File: config.mk
export PLATFORM = sky130hd
export DESIGN_NAME = mem_bus_arbiter
export DESIGN_NICKNAME = d
export VERILOG_FILES = /design/src/rtl/mem_bus_pkg.sv /design/src/rtl/mem_bus_arbiter.sv
export SDC_FILE = /design/constraint.sdc
export NUM_CORES = 1
export LEC_CHECK = 0
export BUFFER_PORTS_ARGS = -buffer_cell sky130_fd_sc_hd__buf_2
export CORE_MARGIN = 10
export CORE_UTILIZATION = 35
export DETAILED_ROUTE_END_ITERATION = 6
export PLACE_DENSITY = 0.7
export SLEW_MARGIN = 20
export SYNTH_ARGS = -nofsm -noshare
export SYNTH_HDL_FRONTEND = slang
export SYNTH_SLANG_ARGS = --single-unit
File: constraint.sdc
create_clock -name clk -period 1.7 [get_ports clk]
set_input_delay 0.085 -clock clk [delete_from_list [all_inputs] [get_ports clk]]
set_output_delay 0.085 -clock clk [all_outputs]
set_load 0.02 [all_outputs]
File: src/rtl/mem_bus_pkg.sv
// rtl/mem_bus_pkg.sv - shared encodings for the instruction/data memory bus arbiter
package mem_bus_pkg;

    typedef enum logic [1:0] {
        ST_IDLE = 2'd0,
        ST_ADDR = 2'd1,
        ST_WAIT = 2'd2
    } state_e;

    typedef enum logic {
        OWN_INST = 1'b0,
        OWN_DATA = 1'b1
    } owner_e;

    localparam logic [1:0] SZ_B = 2'd0;
    localparam logic [1:0] SZ_H = 2'd1;
    localparam logic [1:0] SZ_W = 2'd2;

    // On a tie the port that did not own the previous transaction wins.
    function automatic owner_e pick_owner(input logic inst_req, input logic data_req,
                                          input owner_e last_owner);
        if (inst_req && data_req) begin
            return (last_owner == OWN_INST) ? OWN_DATA : OWN_INST;
        end else if (data_req) begin
            return OWN_DATA;
        end
        return OWN_INST;
    endfunction

endpackage

File: src/rtl/mem_bus_arbiter.sv
// rtl/mem_bus_arbiter.sv - single-outstanding arbiter sharing one SRAM-like bus between fetch and data ports
module mem_bus_arbiter
    import mem_bus_pkg::*;
#(
    parameter int ADDR_W = 32,
    parameter int DATA_W = 32
) (
    input  logic              clk,
    input  logic              rst,
    input  logic              inst_req,
    input  logic [ADDR_W-1:0] inst_addr,
    output logic              inst_addr_ok,
    output logic              inst_data_ok,
    output logic [DATA_W-1:0] inst_rdata,
    input  logic              data_req,
    input  logic              data_wr,
    input  logic [1:0]        data_size,
    input  logic [ADDR_W-1:0] data_addr,
    input  logic [DATA_W-1:0] data_wdata,
    output logic              data_addr_ok,
    output logic              data_data_ok,
    output logic [DATA_W-1:0] data_rdata,
    output logic              bus_req,
    output logic              bus_wr,
    output logic [1:0]        bus_size,
    output logic [ADDR_W-1:0] bus_addr,
    output logic [DATA_W-1:0] bus_wdata,
    input  logic              bus_addr_ok,
    input  logic              bus_data_ok,
    input  logic [DATA_W-1:0] bus_rdata
);

    state_e            state_q, state_d;
    owner_e            owner_q, owner_d;
    owner_e            last_owner_q, last_owner_d;
    logic              wr_q, wr_d;
    logic [1:0]        size_q, size_d;
    logic [ADDR_W-1:0] addr_q, addr_d;
    logic [DATA_W-1:0] wdata_q, wdata_d;
    logic              addr_ok, data_ok;

    always_ff @(posedge clk) begin
        if (rst) begin
            state_q      <= ST_IDLE;
            owner_q      <= OWN_INST;
            last_owner_q <= OWN_INST;
            wr_q         <= 1'b0;
            size_q       <= 2'd0;
            addr_q       <= '0;
            wdata_q      <= '0;
        end else begin
            state_q      <= state_d;
            owner_q      <= owner_d;
            last_owner_q <= last_owner_d;
            wr_q         <= wr_d;
            size_q       <= size_d;
            addr_q       <= addr_d;
            wdata_q      <= wdata_d;
        end
    end

    always_comb begin
        state_d      = state_q;
        owner_d      = owner_q;
        last_owner_d = last_owner_q;
        wr_d         = wr_q;
        size_d       = size_q;
        addr_d       = addr_q;
        wdata_d      = wdata_q;
        addr_ok      = 1'b0;
        data_ok      = 1'b0;
        bus_req      = 1'b0;
        bus_wr       = 1'b0;
        bus_size     = 2'd0;
        bus_addr     = '0;
        bus_wdata    = '0;
        case (state_q)
            ST_IDLE: begin
                if (inst_req || data_req) begin
                    owner_d = pick_owner(inst_req, data_req, last_owner_q);
                    if (owner_d == OWN_DATA) begin
                        wr_d    = data_wr;
                        size_d  = data_size;
                        addr_d  = data_addr;
                        wdata_d = data_wdata;
                    end else begin
                        wr_d    = 1'b0;
                        size_d  = SZ_W;
                        addr_d  = inst_addr;
                        wdata_d = '0;
                    end
                    state_d = ST_ADDR;
                end
            end
            ST_ADDR: begin
                bus_req   = 1'b1;
                bus_wr    = wr_q;
                bus_size  = size_q;
                bus_addr  = addr_q;
                bus_wdata = wdata_q;
                // A data ack without the address ack is not for this transaction.
                if (bus_addr_ok) begin
                    addr_ok      = 1'b1;
                    last_owner_d = owner_q;
                    data_ok      = bus_data_ok;
                    state_d      = bus_data_ok ? ST_IDLE : ST_WAIT;
                end
            end
            ST_WAIT: begin
                if (bus_data_ok) begin
                    data_ok = 1'b1;
                    state_d = ST_IDLE;
                end
            end
            default: state_d = ST_IDLE;
        endcase
    end

    assign inst_addr_ok = addr_ok && (owner_q == OWN_INST);
    assign inst_data_ok = data_ok && (owner_q == OWN_INST);
    assign data_addr_ok = addr_ok && (owner_q == OWN_DATA);
    assign data_data_ok = data_ok && (owner_q == OWN_DATA);
    assign inst_rdata   = inst_data_ok ? bus_rdata : '0;
    assign data_rdata   = data_data_ok ? bus_rdata : '0;

endmodule
* Word-level counts from Yosys, hierarchy flattened *
Cells that the tools add are included.

cells by class
  equal/unequal tests = 5
  muxes and demuxes = 31
  bitwise gates (word level) = 1
  reductions and logical operators = 10

operators by type and width
  cell                number
  $mux 32             6
  $mux 1              17
  $mux 2              6
  $ne 2x2->1 const B  3
  $pmux 2 s3          1
  $logic_and 1x1->1   5
  $reduce_and 2->1    2
  $reduce_and 3->1    1
  $eq 2x1->1 const B  1
  $eq 2x2->1 const B  1
  $logic_not 2->1     1
  $pmux 1 s2          1
  $logic_or 1x1->1    1
  $not 1->1           1

storage, ports and cells
  register bits = 71
  input bits = 137
  output and inout port bits = 136

* Depth between registers and ports, before layout *
  word-level depth = 8
  mapped depth = 7
  gate-level depth less buffers = 5

* Least setup slack after synthesis *
No wires, ideal clock.

  kind = register to output
  start = register state_q[1]
  end = output port data_rdata[22]
  arrival = 1648 ps
  data required time = 1615 ps
  slack = -33 ps
  cell stages (with the launch flop) = 7
  path buffers = 1
  path through = dfxtp_1 inv_1 ha_1 a21oi_1 nor3b_2 buf_4 and2_1

between the ends
  word-level cells in the longest chain between the ends = 4

RTL lines
  what                                      RTL line                text
  start, declared                           mem_bus_arbiter.sv:33   state_e state_q, state_d;
  start signal, assigned                    mem_bus_arbiter.sv:52   state_q <= state_d;
  $eq 2x2->1 or $eq 2x1->1 (tied branches)  mem_bus_arbiter.sv:77   case (state_q)
  $pmux 1 s2 *                              mem_bus_arbiter.sv:77
  $logic_and 1x1->1 *                       mem_bus_arbiter.sv:122  assign data_data_ok = data_ok && (owner_q == OWN_DATA);
  net data_data_ok                          mem_bus_arbiter.sv:21   output logic data_data_ok,
  $mux 32 *                                 mem_bus_arbiter.sv:124  assign data_rdata = data_data_ok ? bus_rdata : '0;
  end, declared                             mem_bus_arbiter.sv:22   output logic [DATA_W-1:0] data_rdata,

The timed path passes the listed nets; every way through them passes the cells marked *.

* Worst setup path after layout *
  start = register state_q[0]
  end = output port data_rdata[28]

between the ends
  word-level cells in the longest chain between the ends = 4

RTL lines
  what                                      RTL line
  $eq 2x2->1 or $eq 2x1->1 (tied branches)  mem_bus_arbiter.sv:77
  $pmux 1 s2 *                              mem_bus_arbiter.sv:77
  $logic_and 1x1->1 *                       mem_bus_arbiter.sv:122
  $mux 32 *                                 mem_bus_arbiter.sv:124

Every way passes the cells marked *; elsewhere a longest branch is shown, timed or not.

==> metrics <==
# DRC 0; post-synth top area cell dfxtp_1; Global Route Usage Sum 20.65%; Vias/cell 5.068; leakage 3.512 nW; Max Cap Viol 0; DR pass1 iterations 5; Hold Violations, Final 0; Synth cell types 31; Layout Cells excl Fill 922; Total Routed Length 18.94 mm; fin worst setup slack -0.2045 ns; fin crit period 1.904 ns; Core Util, Final 69.19%; area of the core 10460 um^2; clk buf depth 2; kind of end point of the critical path primary output; Via Count 4673; drt wl/cell 20.55 um; outcome finished, violations left; warnings from Yosys 0; layout cells sized above 1 53.20%; Yosys reg bits 71; worst-path fanout max 33; CP startpoint kind register; Detail Route Antenna Nets 0; Fmax achieved 525.1 MHz; Synth area leaders dfxtp_1 37%, and2_1 22%, a211oi_2 9.2%; Slew @ Worst Pin 0.4874 ns; Final #Nets 917; mean cell area of the mapped netlist 8.715 um^2; RSZ-0062 raised after global routing true; final setup TNS -13.40 ns; worst vdd ir 0.0006999 V; Die H 124.2 um; Final Cycle Share 112.0%; die footprint 15420 um^2; synthesized area 3800 um^2; Worst Skew 0.01286 ns; CP max stage delay 0.37 ns; Num CTS Buffers 9; vias in the first global route 4891; synthesized net count 576; antenna violations before repair 3; top-area cell type share of the netlist area 37.41%; largest net degree at the start of global routing 35; fin. max-slew vios 0; CTS tree done; first-pass GRT wire length 25.41 mm; Layout area overhead 90.52%; # setup viols final 113; remaining global-route overflow 0; port buffer count 272; post-synthesis cell count 436; Reg clk slew, reported paths 0.08 ns; Initial DRC Count 223; TritonCTS sink count 71; Final GP Congestion 0.9588; Power Dens Cells 848.6 nW/um^2; CP Cell Sequence inv_4 > ha_4 > nand2_4 > nor3b_4 > buf_12 > and2_1 > buf_4; Post-DP HPWL 12.26 mm; Critical-path top delay cell dfxtp_4; I/O pin count 273; Clock Tree Root clkbuf_8; CP required 1.62 ns; register area share after synthesis 37.41%; clk_lat worst skew 0.35 ns; failing checks negative setup slack; chip width 124.2 um; CP Class register to primary output; placed insts 822; Worst Hold Class input pin to register; CP arrival 1.82 ns; Initial Util 36.32%; H-Tree Depth 3; Rows 37; Rel. slew slack 67.43%
[routing by layer]
layer,GRT usage (%),part of all wire [%],up-vias
met5,0,0,-
met4,9.712,3.6,0
met3,5.566,9.3,49
met2,39.49,54,264
met1,20.02,33,2200
li1,-,-,2160
[report_power, final]
| group | switching (mW) | internal, mW | leakage [nW] |
|---|---|---|---|
| logic | 1.25 | 1.20 | 2.81 |
| registers | 0.131 | 1.90 | 0.587 |
| clock network | 0.686 | 0.980 | 0.120 |
[worst max-delay path, delay by kind of cell, from the launching register on]
family / cells / cell delay (ns)
AND/OR/NAND/NOR: 3 / 0.45
adder cells (fa/ha/maj): 1 / 0.27
buffers and inverters: 3 / 0.39
flip-flops: 1 / 0.37
[through the flow]
stage | area (um^2) | power, mW | hold slack [ns] | setup slack [ns]
after CTS | 6678 | 5.706 | 0.002637 | -0.2531
after floorplan | 3802 | 3.133 | 0.2176 | 0.08542
final | 7239 | 6.143 | 0.01496 | -0.2045
after global placement | 5286 | 3.677 | 0.3008 | 0.04374
after global routing | 7234 | 6.428 | 0.01201 | -0.2965
after detailed placement | 5286 | 3.722 | 0.3035 | -0.01975
[synth_stat cells]
cell,instances
buf_4,5
a221o_1,1
a21bo_1,1
ha_1,3
and3_1,1
a21boi_4,1
a21oi_1,34
o2bb2ai_1,1
inv_1,5
clkbuf_1,10
o21ai_2,1
and2_1,131
nor2_1,37
a22oi_1,1
nor2_8,1
nor3b_2,1
or4_1,1
buf_6,4
dfxtp_1,71
nand2b_1,2
nor3_2,1
o21a_1,1
a211oi_1,4
a311oi_1,1
a22o_1,34
mux2i_1,1
nand2_1,34
nor2_4,1
buf_2,18
nor3b_1,1
a211oi_2,28
[cells by family after synthesis]
group,after synthesis,share of synthesized area (%)
flops,71,37.41
fa+ha+maj,3,0.9879
simple gates,211,30.89
mux,1,0.2634
compound gates,108,24.43
buf+inv,42,6.026
[final timing paths]
path	from	slack, ns	cells past startpoint	endpoint
max	state_q[0]$_SDFFE_PP0P_	-0.20	7	data_rdata[28]
max reg2reg	state_q[0]$_SDFFE_PP0P_	-0.04	8	state_q[1]$_SDFFE_PP0P_
min	inst_addr[20]	0.01	3	addr_q[20]$_SDFFE_PP0P_
min reg2reg	wdata_q[5]$_SDFFE_PP0P_	0.47	1	wdata_q[5]$_SDFFE_PP0P_
[area by class of cell]
class                           instances  area [um^2]
Multi-Input combinational cell        324         2376
Inverter                                5        23.77
Antenna cell                            4        10.01
Clock buffer                            9        123.9
Timing Repair Buffer                  366         2989
Fill cell                             763         3223
Sequential cell                        71         1426
Tap cell                              136        170.2
Clock inverter                          7        120.1
[registers in the layout, indices dropped and copies added (netlist names)]
signal and flops:
wdata_q 32, last_owner_q 1, wr_q 1, size_q 2, addr_q 32, state_q 2
owner_q 1
[what timing repair did]
action,4_1_cts,5_1_grt
endpoints found under the hold margin,62,0
setup endpoints to repair,124,117
pin swaps,20,30
cloned,3,7
gates resized for setup,126,148
setup buffers,9,4
hold buffers,62,0
[cell usage in the layout (no fill, tap or decap), types with 5 or more instances in the layout]
cell type,n
buf_4,33
buf_12,7
a211oi_2,28
a21oi_1,33
dfxtp_1,69
clkbuf_8,9
dlygate4sd3_1,62
buf_2,174
buf_6,81
nand2_1,32
a22o_1,34
and2_1,83
clkbuf_16,5
nor2_1,36
and2_4,48
No activity file was read; power rests on OpenSTA's default activity.
